**config.mk**
```make
export PLATFORM = sky130hd
export DESIGN_NAME = ball_kinematics
export DESIGN_NICKNAME = d
export VERILOG_FILES = /design/src/rtl/ball_pkg.sv /design/src/rtl/ball_axis.sv /design/src/rtl/ball_kinematics.sv
export SDC_FILE = /design/constraint.sdc
export NUM_CORES = 1
export LEC_CHECK = 0
export CAP_MARGIN = 20
export CORE_MARGIN = 2
export CORE_UTILIZATION = 35
export CTS_CLUSTER_DIAMETER = 120
export CTS_CLUSTER_SIZE = 25
export DETAILED_ROUTE_END_ITERATION = 12
export GPL_TIMING_DRIVEN = 0
export PLACE_DENSITY = 0.54
export REMOVE_ABC_BUFFERS = 1
export SYNTH_ARGS = -nofsm -noshare
export SYNTH_HDL_FRONTEND = slang
export SYNTH_SLANG_ARGS = --single-unit
```
**constraint.sdc**
```tcl
create_clock -name clk -period 12.95 [get_ports clk]
set_input_delay 2.59 -clock clk [delete_from_list [all_inputs] [get_ports clk]]
set_output_delay 2.59 -clock clk [all_outputs]
set_load 0.005 [all_outputs]
```
**src/rtl/ball_pkg.sv**
```systemverilog
// Shared types, default geometry and helpers for the ball motion datapath.
package ball_pkg;

    typedef enum logic {
        STOPPED = 1'b0,
        ROLLING = 1'b1
    } ball_state_t;

    localparam int DEF_FRAC_BITS = 6;
    localparam int DEF_X_MIN     = 0;
    localparam int DEF_X_MAX     = 608;
    localparam int DEF_Y_MIN     = 0;
    localparam int DEF_Y_MAX     = 448;

    // Negate a w-bit two's-complement value carried in 32 bits. The most-negative value
    // saturates to the most-positive one.
    function automatic logic signed [31:0] sat_neg(input logic signed [31:0] v, input int w);
        logic signed [31:0] v_max;
        v_max = (32'sd1 <<< (w - 1)) - 32'sd1;
        if (v == -v_max - 32'sd1) begin
            return v_max;
        end
        return -v;
    endfunction

endpackage

```
**src/rtl/ball_axis.sv**
```systemverilog
// One axis of ball motion: integrate position, reflect off the cushions, step friction.
module ball_axis
    import ball_pkg::*;
#(
    parameter int FRAC_BITS     = DEF_FRAC_BITS,
    parameter int VEL_W         = 11,
    parameter int POS_W         = 11,
    parameter int FRICTION_STEP = 1,
    parameter int LIMIT_MIN     = 0,
    parameter int LIMIT_MAX     = 608,
    parameter int INIT_POS      = 0
) (
    input  logic                    clk,
    input  logic                    reset,
    input  logic                    i_pos_we,
    input  logic [POS_W-1:0]        i_pos,
    input  logic                    i_vel_we,
    input  logic signed [VEL_W-1:0] i_vel,
    input  logic                    i_frame_update,
    input  logic                    i_friction_tick,
    output logic [POS_W-1:0]        o_pos,
    output logic signed [VEL_W-1:0] o_vel,
    output logic signed [VEL_W-1:0] o_vel_nxt,
    output logic                    o_wall_hit
);

    localparam int PW = POS_W + FRAC_BITS + 2;
    localparam logic signed [PW-1:0]    LO_FX   = PW'(LIMIT_MIN * (2 ** FRAC_BITS));
    localparam logic signed [PW-1:0]    HI_FX   = PW'(LIMIT_MAX * (2 ** FRAC_BITS));
    localparam logic signed [PW-1:0]    INIT_FX = PW'(INIT_POS * (2 ** FRAC_BITS));
    localparam logic signed [VEL_W-1:0] STEP_V  = VEL_W'(FRICTION_STEP);
    localparam logic signed [VEL_W-1:0] ZERO_V  = '0;

    logic signed [PW-1:0]    r_pos;
    logic signed [VEL_W-1:0] r_vel;
    logic                    r_hit;

    logic signed [PW-1:0]    w_pos_in;
    logic signed [PW-1:0]    w_pos_clamped;
    logic signed [PW-1:0]    w_vel_ext;
    logic signed [PW-1:0]    w_pos_nxt;
    logic signed [VEL_W-1:0] w_vel_refl;
    logic signed [VEL_W-1:0] w_vel_nxt;
    logic                    w_hit;

    always_comb begin
        w_pos_in = $signed({2'b00, i_pos, {FRAC_BITS{1'b0}}});
        if (w_pos_in < LO_FX) begin
            w_pos_clamped = LO_FX;
        end else if (w_pos_in > HI_FX) begin
            w_pos_clamped = HI_FX;
        end else begin
            w_pos_clamped = w_pos_in;
        end
    end

    // Integration uses the pre-friction velocity; friction then acts on the reflected one.
    always_comb begin
        w_vel_ext  = PW'(r_vel);
        w_pos_nxt  = r_pos + w_vel_ext;
        w_vel_refl = r_vel;
        w_hit      = 1'b0;
        if (w_pos_nxt < LO_FX) begin
            w_pos_nxt  = LO_FX;
            w_vel_refl = VEL_W'(sat_neg(32'(r_vel), VEL_W));
            w_hit      = 1'b1;
        end else if (w_pos_nxt > HI_FX) begin
            w_pos_nxt  = HI_FX;
            w_vel_refl = VEL_W'(sat_neg(32'(r_vel), VEL_W));
            w_hit      = 1'b1;
        end

        w_vel_nxt = w_vel_refl;
        if (i_friction_tick) begin
            if (w_vel_refl > ZERO_V) begin
                w_vel_nxt = (w_vel_refl <= STEP_V) ? ZERO_V : w_vel_refl - STEP_V;
            end else if (w_vel_refl < ZERO_V) begin
                w_vel_nxt = (w_vel_refl >= -STEP_V) ? ZERO_V : w_vel_refl + STEP_V;
            end
        end
    end

    always_ff @(posedge clk) begin
        if (reset) begin
            r_pos <= INIT_FX;
            r_vel <= '0;
            r_hit <= 1'b0;
        end else begin
            r_hit <= 1'b0;
            if (i_pos_we) begin
                r_pos <= w_pos_clamped;
                r_vel <= '0;
            end else if (i_vel_we) begin
                r_vel <= i_vel;
            end else if (i_frame_update) begin
                r_pos <= w_pos_nxt;
                r_vel <= w_vel_nxt;
                r_hit <= w_hit;
            end
        end
    end

    assign o_pos      = r_pos[FRAC_BITS +: POS_W];
    assign o_vel      = r_vel;
    assign o_vel_nxt  = w_vel_nxt;
    assign o_wall_hit = r_hit;

endmodule

```
**src/rtl/ball_kinematics.sv**
```systemverilog
// Ball motion block: write priority, shared friction counter and rolling/stopped FSM over two axes.
module ball_kinematics
    import ball_pkg::*;
#(
    parameter int FRAC_BITS       = DEF_FRAC_BITS,
    parameter int VEL_W           = 11,
    parameter int POS_W           = 11,
    parameter int FRICTION_FRAMES = 10,
    parameter int FRICTION_STEP   = 1,
    parameter int X_MIN           = DEF_X_MIN,
    parameter int X_MAX           = DEF_X_MAX,
    parameter int Y_MIN           = DEF_Y_MIN,
    parameter int Y_MAX           = DEF_Y_MAX,
    parameter int INIT_X          = 0,
    parameter int INIT_Y          = 0
) (
    input  logic                    clk,
    input  logic                    reset,
    input  logic                    startOfFrame,
    input  logic                    velocityWriteEnable,
    input  logic signed [VEL_W-1:0] inVelocityX,
    input  logic signed [VEL_W-1:0] inVelocityY,
    input  logic                    positionWriteEnable,
    input  logic [POS_W-1:0]        inPosX,
    input  logic [POS_W-1:0]        inPosY,
    output logic [POS_W-1:0]        topLeftPosX,
    output logic [POS_W-1:0]        topLeftPosY,
    output logic signed [VEL_W-1:0] outVelocityX,
    output logic signed [VEL_W-1:0] outVelocityY,
    output logic                    ballStopped,
    output logic                    stoppedPulse,
    output logic                    wallHitX,
    output logic                    wallHitY
);

    localparam int CNT_W = (FRICTION_FRAMES > 1) ? $clog2(FRICTION_FRAMES) : 1;
    localparam logic [CNT_W-1:0] CNT_LAST = CNT_W'(FRICTION_FRAMES - 1);

    ball_state_t      r_state;
    logic [CNT_W-1:0] r_cnt;
    logic             r_stopped_pulse;

    logic                    w_frame_update;
    logic                    w_friction_tick;
    logic signed [VEL_W-1:0] w_vel_nxt_x;
    logic signed [VEL_W-1:0] w_vel_nxt_y;
    logic                    w_load_zero;
    logic                    w_nxt_zero;

    // A frame only advances a rolling ball when no write claims the cycle.
    assign w_frame_update  = startOfFrame && (r_state == ROLLING) &&
                             !positionWriteEnable && !velocityWriteEnable;
    assign w_friction_tick = w_frame_update && (r_cnt == CNT_LAST);
    assign w_load_zero     = (inVelocityX == '0) && (inVelocityY == '0);
    assign w_nxt_zero      = (w_vel_nxt_x == '0) && (w_vel_nxt_y == '0);

    always_ff @(posedge clk) begin
        if (reset) begin
            r_state         <= STOPPED;
            r_cnt           <= '0;
            r_stopped_pulse <= 1'b0;
        end else begin
            r_stopped_pulse <= 1'b0;
            if (positionWriteEnable) begin
                r_state <= STOPPED;
                r_cnt   <= '0;
            end else if (velocityWriteEnable) begin
                r_cnt <= '0;
                if (w_load_zero) begin
                    r_state         <= STOPPED;
                    r_stopped_pulse <= (r_state == ROLLING);
                end else begin
                    r_state <= ROLLING;
                end
            end else if (w_frame_update) begin
                r_cnt <= w_friction_tick ? '0 : r_cnt + 1'b1;
                if (w_nxt_zero) begin
                    r_state         <= STOPPED;
                    r_stopped_pulse <= 1'b1;
                end
            end
        end
    end

    ball_axis #(
        .FRAC_BITS     (FRAC_BITS),
        .VEL_W         (VEL_W),
        .POS_W         (POS_W),
        .FRICTION_STEP (FRICTION_STEP),
        .LIMIT_MIN     (X_MIN),
        .LIMIT_MAX     (X_MAX),
        .INIT_POS      (INIT_X)
    ) u_axis_x (
        .clk             (clk),
        .reset           (reset),
        .i_pos_we        (positionWriteEnable),
        .i_pos           (inPosX),
        .i_vel_we        (velocityWriteEnable),
        .i_vel           (inVelocityX),
        .i_frame_update  (w_frame_update),
        .i_friction_tick (w_friction_tick),
        .o_pos           (topLeftPosX),
        .o_vel           (outVelocityX),
        .o_vel_nxt       (w_vel_nxt_x),
        .o_wall_hit      (wallHitX)
    );

    ball_axis #(
        .FRAC_BITS     (FRAC_BITS),
        .VEL_W         (VEL_W),
        .POS_W         (POS_W),
        .FRICTION_STEP (FRICTION_STEP),
        .LIMIT_MIN     (Y_MIN),
        .LIMIT_MAX     (Y_MAX),
        .INIT_POS      (INIT_Y)
    ) u_axis_y (
        .clk             (clk),
        .reset           (reset),
        .i_pos_we        (positionWriteEnable),
        .i_pos           (inPosY),
        .i_vel_we        (velocityWriteEnable),
        .i_vel           (inVelocityY),
        .i_frame_update  (w_frame_update),
        .i_friction_tick (w_friction_tick),
        .o_pos           (topLeftPosY),
        .o_vel           (outVelocityY),
        .o_vel_nxt       (w_vel_nxt_y),
        .o_wall_hit      (wallHitY)
    );

    assign ballStopped  = (r_state == STOPPED);
    assign stoppedPulse = r_stopped_pulse;

endmodule

```
## After elaboration in Yosys (flattened, before gate mapping)

Cells that the tools add are included.

| cells by class | value |
|---|---|
| add/subtract/negate cells | 9 |
| multipliers | 0 |
| div/mod/pow operators | 0 |
| magnitude comparators | 14 |
| equality and inequality tests | 4 |
| shift operators | 0 |
| multiplexer cells | 57 |
| bitwise operators | 2 |
| reductions and logical operators | 20 |

Operators by type and width:

| operator | count |
|---|---|
| $mux W11 | 24 |
| $mux W19 | 10 |
| $logic_not A11 Y1 | 4 |
| $add A19 B11 Y19 | 2 |
| $lt A19 B1 Y1 const B | 2 |
| $mux W17 | 2 |
| $add A11 B2 Y11 const B | 2 |
| $eq A11 B11 Y1 const B | 2 |
| $ge A11 B1 Y1 const B | 2 |
| $gt A11 B1 Y1 const B | 2 |
| $le A11 B2 Y1 const B | 2 |
| $lt A11 B1 Y1 const B | 2 |
| $neg A11 Y11 | 2 |
| $sub A11 B2 Y11 const B | 2 |
| $mux W1 | 20 |
| $gt A19 B16 Y1 const B | 1 |
| $gt A19 B17 Y1 const B | 1 |
| $gt A17 B15 Y1 const B | 1 |
| $gt A17 B16 Y1 const B | 1 |
| $logic_and A1 B1 Y1 | 6 |
| $reduce_bool A2 Y1 | 3 |
| $add A4 B1 Y4 const B | 1 |
| $eq A4 B4 Y1 const B | 1 |
| $mux W4 | 1 |
| 7 further kinds | 10 |

| word-level totals | value |
|---|---|
| register bits | 68 |
| bits in latches | 0 |
| bits in writable memories | 0 |
| ROM bits | 0 |
| bits of input ports | 49 |
| output and inout bits | 48 |
| word-level logic and storage cells | 115 |
| memories | 0 |

## Longest topological paths before layout

| logic depth | value |
|---|---|
| depth in word-level cells | 17 |
| depth in mapped cells | 27 |
| depth with buffers taken out | 24 |

## Modules after synthesis

A second synthesis with hierarchy kept.

| second synthesis, totals | value |
|---|---|
| cells, all modules | 1,140 |
| area total of the unflattened synthesis | 8,343.0 um^2 |

By module, submodules not included:

| module | times used | cells an instance | area each (um^2) | sequential area each (um^2) |
|---|---|---|---|---|
| ball_axis at u_axis_x | 1 | 588 | 4,272.8 | 600.6 |
| ball_axis at u_axis_y | 1 | 502 | 3,639.7 | 600.6 |
| ball_kinematics | 1 | 50 | 430.4 | 120.1 |

## Least setup slack after synthesis

No wires, ideal clock.

| path | value |
|---|---|
| path kind | reg-to-reg |
| start | register u_axis_x.r_vel[0] (netlist: u_axis_x.o_vel[0]) |
| end | register r_stopped_pulse (netlist: stoppedPulse) |
| library setup time | 79 ps |
| data arrival time | 5,750 ps |
| data required time | 12,871 ps |
| setup slack | 7,121 ps |
| stages on the path, launching flop included | 28 |
| buffers on the path | 3 |
| period minus slack after synthesis | 5,829 ps |
| path through | dfxtp_1 ha_1 fa_1 a211oi_1 o21ai_0 a21oi_1 o311ai_0 xor2_1 a211oi_1 nand2_1 buf_1 clkbuf_1 clkbuf_1 a21oi_1 inv_1 ha_1 and3_1 nand2_1 nor2_1 mux2i_1 inv_1 o211ai_1 o211ai_1 a221oi_1 and3_1 nand4_1 or4_1 a211oi_2 |

| on the way | value |
|---|---|
| cells in the longest elaborated chain, start to end | 17 |
| elaborated cells on any way between the ends | 29 |
| classes of those cells | add/sub (4); order compare (6); eq/ne (1); mux (16); reduce/logical (2) |

RTL lines:

| item | line | source |
|---|---|---|
| start, declared | ball_axis.sv:35 | `logic signed [VEL_W-1:0] r_vel;` |
| start signal, assigned | ball_axis.sv:94 | `r_vel <= i_vel;` |
| start signal, assigned | ball_axis.sv:97 | `r_vel <= w_vel_nxt;` |
| parallel branches: the longest is 6 deep, another holds $add A19 B11 Y19 | - |  |
| $mux W11 (*) | ball_axis.sv:63 | `if (w_pos_nxt < LO_FX) begin` |
| $add A11 B2 Y11 or $ge A11 B1 Y1 (tied branches) | ball_axis.sv:78 | `w_vel_nxt = (w_vel_refl >= -STEP_V) ? ZERO_V : w_vel_refl + STEP_V;` |
| $mux W11 | ball_axis.sv:78 |  |
| $mux W11 | ball_axis.sv:77 | `end else if (w_vel_refl < ZERO_V) begin` |
| $mux W11 | ball_axis.sv:75 | `if (w_vel_refl > ZERO_V) begin` |
| $mux W11 (*) | ball_axis.sv:74 | `if (i_friction_tick) begin` |
| $logic_not A11 Y1 (*) | ball_kinematics.sv:55 | `assign w_nxt_zero = (w_vel_nxt_x == '0) && (w_vel_nxt_y == '0);` |
| $logic_and A1 B1 Y1 (*) | ball_kinematics.sv:55 |  |
| $mux W1 (*) | ball_kinematics.sv:77 | `if (w_nxt_zero) begin` |
| $mux W1 (*) | ball_kinematics.sv:75 | `end else if (w_frame_update) begin` |
| $mux W1 (*) | ball_kinematics.sv:67 | `end else if (velocityWriteEnable) begin` |
| end signal, assigned | ball_kinematics.sv:71 | `r_stopped_pulse <= (r_state == ROLLING);` |
| end, declared | ball_kinematics.sv:41 | `logic r_stopped_pulse;` |

Every way passes the cells marked *. The select of a mux whose other input is x is not followed.
A chain may end at the register's enable or synchronous reset.

## Final worst setup path

| path | value |
|---|---|
| start | register u_axis_x.r_vel[10] (netlist: u_axis_x.o_vel[10]) |
| end | register r_stopped_pulse (netlist: stoppedPulse) |

The elaborated chain is that of the path after synthesis.

==> impl_metrics.csv <==
group,metric,value,unit
finish,antennaDiodeCount,0,
sta,whs,0.487,ns
die,fp.coreArea,23300,sq um
sta,fin_skew,0.00871,ns
synth,synthCells,1185,
worst_setup_path,start_kind,"flip-flop",
global_route,antenna_found_initial,0,
finish,layout.nets,1302,
place,dp.final_hpwl,21500,um
finish,area_growth_syn_to_layout,15.7,%
power,power_frac_clock,36.1,%
sta,slew_headroom,32.7,%
run_status,status,"complete, no violations",
global_route,grt_overflow_total,0,
synth,synth_cell_types,85,
clocking,cts_hold_buf,0,
drt,vias,9173,
clocking,h-tree-depth,3,
clocking,clkTransAtPathRegs,0.06,ns
worst_hold_path,holdPathStages,1,
worst_setup_path,cp_num_cells,20,
clocking,clock-root-buffer,"clkbuf_16",
worst_setup_path,worst_path_largest_cell_delay,0.91,ns
sta,tightest_slew,1.01,ns
sta,drv_slew,0,
power,ir_drop,0.0615,mV
worst_setup_path,crit_type,"flip-flop to flip-flop",
clocking,clock_tree.buffer_depth,2,
die,ios,97,
power,internal-power,0.477,mW
die,initial_core_util,35.4,%
power,p_sw_share,36.3,%
synth,ys.flop_type,"dfxtp_1",
die,die-area,24800,sq um
worst_setup_path,path_buf_inv,0,
synth,synth.avg_cell_area,6.95,sq um
clocking,cts_buffers,9,
worst_setup_path,crit_slowest_cell,"and2_1",
synth,synth_edf_count,0,
power,p_comb_share,34.0,%
sta,max_freq,134,MHz
finish,final_cell_mix,"nor2_1 (154), a21oi_1 (105), nand2_1 (101)",
finish,drive_above_1_share,5.38,%
synth,synth-seq-cells,66,
place,place_area,9180,sq um
place,finalWeightedCongestion,0.897,
drt,wirelength,28500,um
job,max-cap-violations,0,
sta,rsz0062_at_grt,"false",
worst_setup_path,cp_max_fo,27,
clocking,ctsResizeCount,0,
drt,drtAntennaViolNets,0,
synth,netlist_area,8240,sq um
global_route,grt_max_degree,46,
worst_setup_path,crit_family,"simple AND/OR/NAND/NOR gates",
sta,fin_crit,7.49,ns
power,switchingPower,0.272,mW
worst_setup_path,cp_data_required_time,13.21,ns
worst_hold_path,hp-class,"flip-flop to flip-flop",
worst_setup_path,worstPathCellList,"ha_1, a21oi_1, or3b_2, nor4_1, o31ai_1, a211oi_1, and2_1, nor3_1, a21oi_1, ha_1, o21ai_0, nand2b_1, o21ai_0, nand2_1, a31o_2, a211oi_1, and4_1, nand4_1, or4_1, a211oi_2",
worst_setup_path,rr_worst_depth,20,
power,p_per_area,78.6,nW/um^2
power,seqPwrFrac,29.9,%
global_route,grtUsageTotal,23.1,%
die,die_w,157,um
global_route,grt_pass1_vias,8378,
die,die_h,157,um
drt,remaining_drc_errors,0,
synth,synth-async-reset-ratio,0,%
clocking,cts.sinks,66,
worst_setup_path,worstPathArrival,7.75,ns
worst_setup_path,end_kind,"flip-flop",
clocking,cts_tree,"built",
place,port_buffers,96,
finish,layout_commonest_cell,"nor2_1",
finish,fin_util,41.0,%
synth,ys_seq_area_share,16.0,%
synth,ys_warn_count,0,
sta,fin_crit_sh,57.8,%
sta,final.setup.tns,0,ns
drt,drt_iter0_drc,772,
global_route,grt_first_pass_wirelength,45700,um
drt,wl_per_cell,18.7,um
power,leakage,3.55,nW
drt,routed_via_density,6.01,
sta,setup_viol,0,
power,power.total,0.749,mW
clocking,post_cts.repair.setup_buffers,0,
die,core.rowCount,56,
finish,n_fill_cell,2483,
finish,design_area,9530,sq um
drt,first_pass_iters,5,
clocking,clock_latency,0.35,ns
sta,finalHoldViolCount,0,
## state kept, by name, summed over array words and instances, names as in the netlist, 4 cells and up
signal          count
u_axis_y.r_pos     18
u_axis_y.o_vel     11
u_axis_x.o_vel     11
r_cnt               4
u_axis_x.r_pos     18
## kinds of logic (layout without fill, tap and decap cells)
family / Yosys count / count (layout) / share of synthesized area (%)
AND/OR/NAND/NOR: 493 / 493 / 29.3
AO/OA/AOI/OAI: 403 / 403 / 34.3
buffers and inverters: 124 / 147 / 6.99
flip-flops: 66 / 66 / 16.0
adder cells (fa/ha/maj): 50 / 50 / 7.78
XOR/XNOR: 32 / 32 / 3.40
multiplexers: 17 / 17 / 2.14
## synthesized netlist by cell type (17+ instances only)
library cell,count,area (sq um)
xnor2_1,17,149
a211oi_1,24,180
nand3_1,29,145
nor2_1,156,586
nor3_1,57,285
a22oi_1,17,128
a21oi_1,105,526
ha_1,48,601
clkbuf_1,58,218
and3_1,20,125
nand4_1,21,131
inv_1,30,113
dfxtp_1,66,1320
o21ai_0,64,320
a31oi_1,19,119
nand2_1,101,379
buf_4,23,173
nor4_1,21,131
## power groups by stage
stage,combinational [mW],clock (mW),sequential [mW]
after CTS,0.249,0.277,0.224
after detailed placement,0.247,0,0.228
after floorplan,0.162,0,0.223
after global placement,0.246,0,0.228
final,0.254,0.271,0.224
after global routing,0.279,0.286,0.225
## final timing paths
kind | slack, ns | endpoint | start
min | 0.49 | u_axis_y.r_pos[17] | u_axis_y.r_pos[17]
min reg2reg | 0.49 | u_axis_y.r_pos[17] | u_axis_y.r_pos[17]
max | 5.46 | stoppedPulse | u_axis_x.o_vel[10]
max reg2reg | 5.46 | stoppedPulse | u_axis_x.o_vel[10]
## layout make-up
class                      instances  area (sq um)  share of cell area [%]
multi-input combinational        995          6350                    66.6
sequential                        66          1320                    13.9
timing repair buffer             101          1030                    10.8
tap                              319           399                    4.19
clock buffer                      13           270                    2.84
inverter                          30           113                    1.18
clock inverter                     3          46.3                   0.486
## metal layers
layer	track usage [%]	up-vias	share of wire, %
met5	0	-	0
met4	6.45	0	1.5
met3	2.64	31	5.8
met2	35.7	334	44
met1	33.5	4299	49
li1	-	4509	-
## per-stage QoR
step / setup WS, ns / std cells
floorplan: 5.76 / 1091
global placement: 2.17 / 1506
detailed placement: 5.22 / 1509
CTS: 5.20 / 1525
global route: 4.80 / 1527
finish: 5.46 / 1527
No activity file was read; power rests on OpenSTA's default activity.
